--- src/rtl/fb_port_arbiter.sv ---
// +------------------------------------------------------------------------+
// | fb_port_arbiter: shares one single-port pixel RAM between VGA scanout  |
// | (priority in the active window) and a req/ack writer port.             |
// | Optional double buffering: define FB_BANK_SWAP_EN.                     |
// | Revision: 1.0                                                          |
// +------------------------------------------------------------------------+
`default_nettype none

module fb_port_arbiter #(
    parameter int ADDR_W    = 13,
    parameter int DATA_W    = 9,
    parameter int IMG_W     = 80,
    parameter int IMG_H     = 60,
    parameter int HLIM      = 800,
    parameter int VLIM      = 525,
    parameter int STALL_LIM = 1024
) (
    input  logic              clk25,
    input  logic              rst_n,
    input  logic              en,
    input  logic [9:0]        hcount,
    input  logic [9:0]        vcount,
    input  logic              wr_req,
    input  logic [ADDR_W-1:0] wr_addr,
    input  logic [DATA_W-1:0] wr_data,
    output logic              wr_ack,
    output logic              wr_err,
    output logic              wr_stall,
    output logic [ADDR_W-1:0] ram_addr,
    output logic              ram_we,
    output logic [DATA_W-1:0] ram_wdata,
    input  logic [DATA_W-1:0] ram_rdata,
    output logic [DATA_W-1:0] pix_data,
    output logic              pix_valid,
    input  logic              swap_req,
    output logic              swap_done
);

    typedef enum logic [1:0] {
        S_IDLE = 2'd0,
        S_ARM  = 2'd1,
        S_RUN  = 2'd2
    } state_t;

    localparam logic [9:0]        C_IMG_W = 10'(IMG_W);
    localparam logic [9:0]        C_IMG_H = 10'(IMG_H);
    localparam logic [9:0]        C_HEND  = 10'(HLIM - 1);
    localparam logic [9:0]        C_VEND  = 10'(VLIM - 1);
    localparam logic [ADDR_W-1:0] C_NPIX  = ADDR_W'(IMG_W * IMG_H);
    localparam int                CNT_W   = $clog2(STALL_LIM + 1);
    localparam logic [CNT_W-1:0]  C_SLIM  = CNT_W'(STALL_LIM);

    state_t              state_q, state_d;
    logic [ADDR_W-1:0]   disp_addr_q, disp_addr_d;
    logic [ADDR_W-1:0]   ram_addr_q, ram_addr_d;
    logic [DATA_W-1:0]   ram_wdata_q, ram_wdata_d;
    logic                ram_we_q, ram_we_d;
    logic                wr_ack_q, wr_ack_d;
    logic                wr_err_q, wr_err_d;
    logic                wr_stall_q, wr_stall_d;
    logic [CNT_W-1:0]    stall_cnt_q, stall_cnt_d;
    logic                rd_v1_q, rd_v1_d;
    logic                rd_v2_q, rd_v2_d;
    logic                pix_valid_q, pix_valid_d;
    logic [DATA_W-1:0]   pix_data_q, pix_data_d;

    logic                w_disp_act;
    logic                w_frame_end;
    logic                w_grant;
    logic                w_wr_oor;
    logic [ADDR_W-1:0]   w_wr_off;
    logic [ADDR_W-1:0]   w_rd_addr;
    logic [ADDR_W-1:0]   w_wr_addr;

    assign w_disp_act  = (state_q == S_RUN) && (hcount < C_IMG_W) && (vcount < C_IMG_H);
    assign w_frame_end = (hcount == C_HEND) && (vcount == C_VEND);
    assign w_grant     = wr_req && !w_disp_act;
    assign w_wr_oor    = (w_wr_off >= C_NPIX);

`ifdef FB_BANK_SWAP_EN
    // Display reads the front bank, the writer fills the back bank.
    logic bank_q, bank_d;
    logic swap_pend_q, swap_pend_d;
    logic swap_done_q, swap_done_d;
    logic w_unused_bank_bits;

    assign w_wr_off  = {1'b0, wr_addr[ADDR_W-2:0]};
    assign w_rd_addr = {bank_q, disp_addr_q[ADDR_W-2:0]};
    assign w_wr_addr = {~bank_q, wr_addr[ADDR_W-2:0]};
    assign w_unused_bank_bits = wr_addr[ADDR_W-1] ^ disp_addr_q[ADDR_W-1];
    assign swap_done = swap_done_q;

    always_comb begin
        swap_pend_d = swap_pend_q | swap_req;
        bank_d      = bank_q;
        swap_done_d = 1'b0;
        if ((state_q == S_RUN) && en && w_frame_end && swap_pend_d) begin
            bank_d      = ~bank_q;
            swap_done_d = 1'b1;
            swap_pend_d = 1'b0;
        end
    end

    always_ff @(posedge clk25) begin
        if (!rst_n) begin
            bank_q      <= 1'b0;
            swap_pend_q <= 1'b0;
            swap_done_q <= 1'b0;
        end else begin
            bank_q      <= bank_d;
            swap_pend_q <= swap_pend_d;
            swap_done_q <= swap_done_d;
        end
    end
`else
    logic w_unused_swap;

    assign w_wr_off      = wr_addr;
    assign w_rd_addr     = disp_addr_q;
    assign w_wr_addr     = wr_addr;
    assign w_unused_swap = swap_req;
    assign swap_done     = 1'b0;
`endif

    always_comb begin
        state_d = state_q;
        case (state_q)
            S_IDLE: if (en) state_d = S_ARM;
            S_ARM: begin
                if (!en)              state_d = S_IDLE;
                else if (w_frame_end) state_d = S_RUN;
            end
            S_RUN:  if (!en) state_d = S_IDLE;
            default: state_d = S_IDLE;
        endcase
    end

    always_comb begin
        disp_addr_d = disp_addr_q;
        if (w_disp_act && (disp_addr_q < C_NPIX))
            disp_addr_d = disp_addr_q + 1'b1;
        if (w_frame_end || !en)
            disp_addr_d = '0;

        ram_addr_d  = ram_addr_q;
        ram_wdata_d = ram_wdata_q;
        ram_we_d    = 1'b0;
        wr_ack_d    = 1'b0;
        wr_err_d    = 1'b0;
        if (w_disp_act) begin
            ram_addr_d = w_rd_addr;
        end else if (w_grant) begin
            wr_ack_d = 1'b1;
            if (w_wr_oor) begin
                wr_err_d = 1'b1;
            end else begin
                ram_addr_d  = w_wr_addr;
                ram_wdata_d = wr_data;
                ram_we_d    = 1'b1;
            end
        end

        // Read pipeline: address out, RAM data valid, pixel registered.
        rd_v1_d     = w_disp_act;
        rd_v2_d     = rd_v1_q;
        pix_valid_d = rd_v2_q;
        pix_data_d  = rd_v2_q ? ram_rdata : '0;

        stall_cnt_d = stall_cnt_q;
        wr_stall_d  = wr_stall_q;
        if (w_grant) begin
            stall_cnt_d = '0;
            wr_stall_d  = 1'b0;
        end else if (wr_req) begin
            if (stall_cnt_q != C_SLIM)
                stall_cnt_d = stall_cnt_q + 1'b1;
            if (stall_cnt_d == C_SLIM)
                wr_stall_d = 1'b1;
        end else begin
            stall_cnt_d = '0;
        end
    end

    always_ff @(posedge clk25) begin
        if (!rst_n) begin
            state_q     <= S_IDLE;
            disp_addr_q <= '0;
            ram_addr_q  <= '0;
            ram_wdata_q <= '0;
            ram_we_q    <= 1'b0;
            wr_ack_q    <= 1'b0;
            wr_err_q    <= 1'b0;
            wr_stall_q  <= 1'b0;
            stall_cnt_q <= '0;
            rd_v1_q     <= 1'b0;
            rd_v2_q     <= 1'b0;
            pix_valid_q <= 1'b0;
            pix_data_q  <= '0;
        end else begin
            state_q     <= state_d;
            disp_addr_q <= disp_addr_d;
            ram_addr_q  <= ram_addr_d;
            ram_wdata_q <= ram_wdata_d;
            ram_we_q    <= ram_we_d;
            wr_ack_q    <= wr_ack_d;
            wr_err_q    <= wr_err_d;
            wr_stall_q  <= wr_stall_d;
            stall_cnt_q <= stall_cnt_d;
            rd_v1_q     <= rd_v1_d;
            rd_v2_q     <= rd_v2_d;
            pix_valid_q <= pix_valid_d;
            pix_data_q  <= pix_data_d;
        end
    end

    assign ram_addr  = ram_addr_q;
    assign ram_wdata = ram_wdata_q;
    assign ram_we    = ram_we_q;
    assign wr_ack    = wr_ack_q;
    assign wr_err    = wr_err_q;
    assign wr_stall  = wr_stall_q;
    assign pix_valid = pix_valid_q;
    assign pix_data  = pix_data_q;

endmodule

`default_nettype wire

--- config.mk ---
export PLATFORM = sky130hd
export DESIGN_NAME = fb_port_arbiter
export DESIGN_NICKNAME = d
export VERILOG_FILES = /design/src/rtl/fb_port_arbiter.sv
export SDC_FILE = /design/constraint.sdc
export NUM_CORES = 1
export LEC_CHECK = 0
export CAP_MARGIN = 5
export CORE_ASPECT_RATIO = 0.7
export CORE_MARGIN = 1
export CORE_UTILIZATION = 40
export CTS_BUF_LIST = sky130_fd_sc_hd__clkbuf_4 sky130_fd_sc_hd__clkbuf_8
export CTS_CLUSTER_DIAMETER = 200
export DETAILED_ROUTE_END_ITERATION = 8
export PLACE_DENSITY = 0.76
export SLEW_MARGIN = 20
export SYNTH_ARGS = -nofsm -noshare
export SYNTH_HDL_FRONTEND = slang
export SYNTH_SLANG_ARGS = --single-unit
--- constraint.sdc ---
create_clock -name clk25 -period 2.81 [get_ports clk25]
set_input_delay 0.7025 -clock clk25 [delete_from_list [all_inputs] [get_ports clk25]]
set_output_delay 0.7025 -clock clk25 [all_outputs]
set_load 0.005 [all_outputs]
==> load_flow_metrics.sql <==
INSERT INTO impl_metrics (metric_group, metric, value, unit) VALUES
('status', 'run_status', 'finished clean', ''),
('synth', 'avgSynthCellArea', '8.60', 'um2'),
('clocking', 'path_clk_slew', '0.07', 'ns'),
('place', 'place_congestion', '0.911', ''),
('power_and_ir_drop', 'p_per_area', '445', 'nW/um2'),
('clocking', 'ctsHtreeMaxLevel', '3', ''),
('power_and_ir_drop', 'total_power', '1.83', 'mW'),
('detailed_routing', 'dr_total_vias', '2802', ''),
('grt', 'grt_max_degree', '23', ''),
('synth', 'syn-instance-count', '334', ''),
('timing', 'fin_clk_skew', '0.00588', 'ns'),
('synth', 'post_synth_instance_area', '2870', 'um2'),
('synth', 'synth_seq_area_share', '0.446', ''),
('grt', 'grt_remaining_overflow', '0', ''),
('detailed_routing', 'viasPerCell', '5.26', ''),
('layout', 'antenna_cells', '0', ''),
('critical_path', 'worst-endpoint-arrival', '2.80', 'ns'),
('timing', 'worst_slack', '0.253', 'ns'),
('clocking', 'library_cell_used_as_clock_root_buffer', 'sky130_fd_sc_hd__clkbuf_8', ''),
('min_path', 'holdCritPathClass', 'register to register', ''),
('synth', 'synth_area_leaders', 'sky130_fd_sc_hd__dfxtp_1 (45%), sky130_fd_sc_hd__nand2_1 (5.4%), sky130_fd_sc_hd__a311oi_1 (4.0%), sky130_fd_sc_hd__nor3_1 (3.8%), sky130_fd_sc_hd__nand3_1 (3.5%)', ''),
('grt', 'first_global_vias', '2573', ''),
('floorplanning', 'die_span_in_x', '103', 'um'),
('clocking', 'number_of_buffers_between_clock_root_and_the_deepest_sink', '2', ''),
('clocking', 'cts.repair_timing.setup_buffer_count', '0', ''),
('layout', 'num-nets-final', '493', ''),
('layout', 'share_of_post_route_cells_with_drive_strength_above_1', '0.0911', ''),
('clocking', 'tritoncts', 'done', ''),
('place', 'post-dp-hpwl', '5.72', 'mm'),
('clocking', 'cts_hold_buffers', '0', ''),
('detailed_routing', 'postRouteWirelength', '7.60', 'mm'),
('timing', 'maxSlewViolCount', '0', ''),
('power_and_ir_drop', 'cell_leakage_power', '1.50', 'nW'),
('floorplanning', 'row_count', '25', ''),
('timing', 'timing.hold.ws', '0.440', 'ns'),
('layout', 'area_growth', '43.5', '%'),
('floorplanning', 'number_of_i_o_pins', '93', ''),
('grt', 'grt_antenna_before_repair', '0', ''),
('detailed_routing', 'dr.pass1.iters', '5', ''),
('run', 'drv.max_cap_violation_count', '0', ''),
('synth', 'synth_simple_gate_area_frac', '0.267', ''),
('grt', 'grt_first_pass_wirelength', '12.3', 'mm'),
('clocking', 'clk-insertion-delay-late', '0.34', 'ns'),
('clocking', 'cts_inserted_buffers', '9', ''),
('timing', 'hold_viol_final', '0', ''),
('place', 'place.detailed.instances', '517', ''),
('timing', 'max-slew-margin-rel', '0.446', ''),
('timing', 'tightest_slew', '0.825', 'ns'),
('timing', 'timing.setup.tns', '0', 'ns'),
('synth', 'adder_and_majority_gate_portion_of_the_synthesized_area', '0.0131', ''),
('synth', 'synth_cell_type_count', '48', ''),
('timing', 'setup-violations-final', '0', ''),
('floorplanning', 'coreArea', '6850', 'um2'),
('layout', 'fin_cells', '533', ''),
('floorplanning', 'start_util', '0.419', ''),
('layout', 'final-seq-area', '1280', 'um2'),
('synth', 'async_flop_share', '0', ''),
('critical_path', 'worstPathMaxFanout', '6', ''),
('synth', 'yosysTopAreaCellShare', '0.446', ''),
('synth', 'yosysTopAreaCell', 'sky130_fd_sc_hd__dfxtp_1', ''),
('clocking', 'cts-resized-gates', '0', ''),
('synth', 'synth-compound-area-share', '0.194', ''),
('power_and_ir_drop', 'irDropWorstVdd', '0.213', 'mV'),
('timing', 'post-route-period-util', '0.910', ''),
('detailed_routing', 'drt-wirelength-per-cell', '14.3', 'um'),
('synth', 'synth_enable_flop_cells', '0', ''),
('layout', 'final_cell_mix', 'sky130_fd_sc_hd__clkdlybuf4s50_1 (90), sky130_fd_sc_hd__dfxtp_1 (64), sky130_fd_sc_hd__nand2_1 (41), sky130_fd_sc_hd__nor3_1 (22), sky130_fd_sc_hd__nand3_1 (20)', ''),
('synth', 'synth-warning-count', '0', ''),
('clocking', 'clkSinkCount', '64', ''),
('synth', 'synth_top_family_by_area', 'simple AND/OR/NAND/NOR gates', ''),
('detailed_routing', 'detail-route-antenna-nets', '0', '');
==> final cells by class <==
class	count	area share
clock inverters	7	0.0115
flip-flops and latches	64	0.311
well taps	94	0.0285
inverters	10	0.00911
repair buffers	108	0.254
clock buffers	9	0.0301
multi-input cells	241	0.355
==> logic make-up after synthesis <==
kind of cell | Yosys count
AND/OR/NAND/NOR | 148
AO/OA/AOI/OAI | 78
flip-flops | 64
buffers and inverters | 29
XOR/XNOR | 9
adder cells (fa/ha/maj) | 3
multiplexers | 2
other | 1
==> power by group <==
group          switching [mW]  internal, mW  total (mW)  leakage (nW)
sequential            0.00950         0.926       0.935         0.519
combinational          0.0705         0.125       0.196         0.893
clock                   0.383         0.319       0.702        0.0854
total                   0.463          1.37        1.83          1.50
==> worst paths after layout <==
path,to,cells after the start
min reg2reg,pix_valid_d$_SDFF_PN0_,1
max,ram_addr[0]$_SDFFE_PN0P_,8
max reg2reg,disp_addr_q[7]$_SDFFE_PP0P_,5
min,pix_valid_d$_SDFF_PN0_,1
==> registers in the layout, summed over array words and instances, names as in the netlist <==
signal       cells
stall_cnt_q     11
pix_valid        1
wr_ack           1
pix_data         9
state_q          2
ram_we           1
pix_valid_d      1
wr_err           1
ram_addr        13
disp_addr_q     13
rd_v1_q          1
ram_wdata        9
wr_stall         1
==> synthesized netlist by cell type, types with 10 or more instances <==
master and count:
sky130_fd_sc_hd__nor3_1 22, sky130_fd_sc_hd__o21ai_0 19, sky130_fd_sc_hd__nor2_1 16, sky130_fd_sc_hd__a311oi_1 13, sky130_fd_sc_hd__inv_1 10, sky130_fd_sc_hd__dfxtp_1 64
sky130_fd_sc_hd__nand3_1 20, sky130_fd_sc_hd__and3_1 13, sky130_fd_sc_hd__a21oi_1 15, sky130_fd_sc_hd__nand2_1 41, sky130_fd_sc_hd__clkbuf_1 14
==> metrics by stage <==
step / area [um2] / utilization
2_1_floorplan: 2870 / -
3_3_place_gp: 3950 / 0.577
3_5_place_dp: 3950 / 0.577
4_1_cts: 4120 / 0.602
5_1_grt: 4120 / 0.602
6_report: 4120 / 0.602
==> worst max-delay path: stages <==
cell,delay (ns)
sky130_fd_sc_hd__clkdlybuf4s50_1,0.44
sky130_fd_sc_hd__a21o_1,0.19
sky130_fd_sc_hd__a211oi_1,0.53
sky130_fd_sc_hd__buf_4,0.22
sky130_fd_sc_hd__o21a_1,0.18
sky130_fd_sc_hd__buf_4,0.18
sky130_fd_sc_hd__nand2_1,0.06
sky130_fd_sc_hd__a311oi_1,0.29
==> layer usage <==
metal	wire, um	track usage	up-vias
li1	-	-	1418
met1	3930	0.311	1276
met2	3130	0.307	102
met3	500	0.0814	6
met4	40	0.0438	0
met5	0	0	-
(Power assumes the default switching activity.)
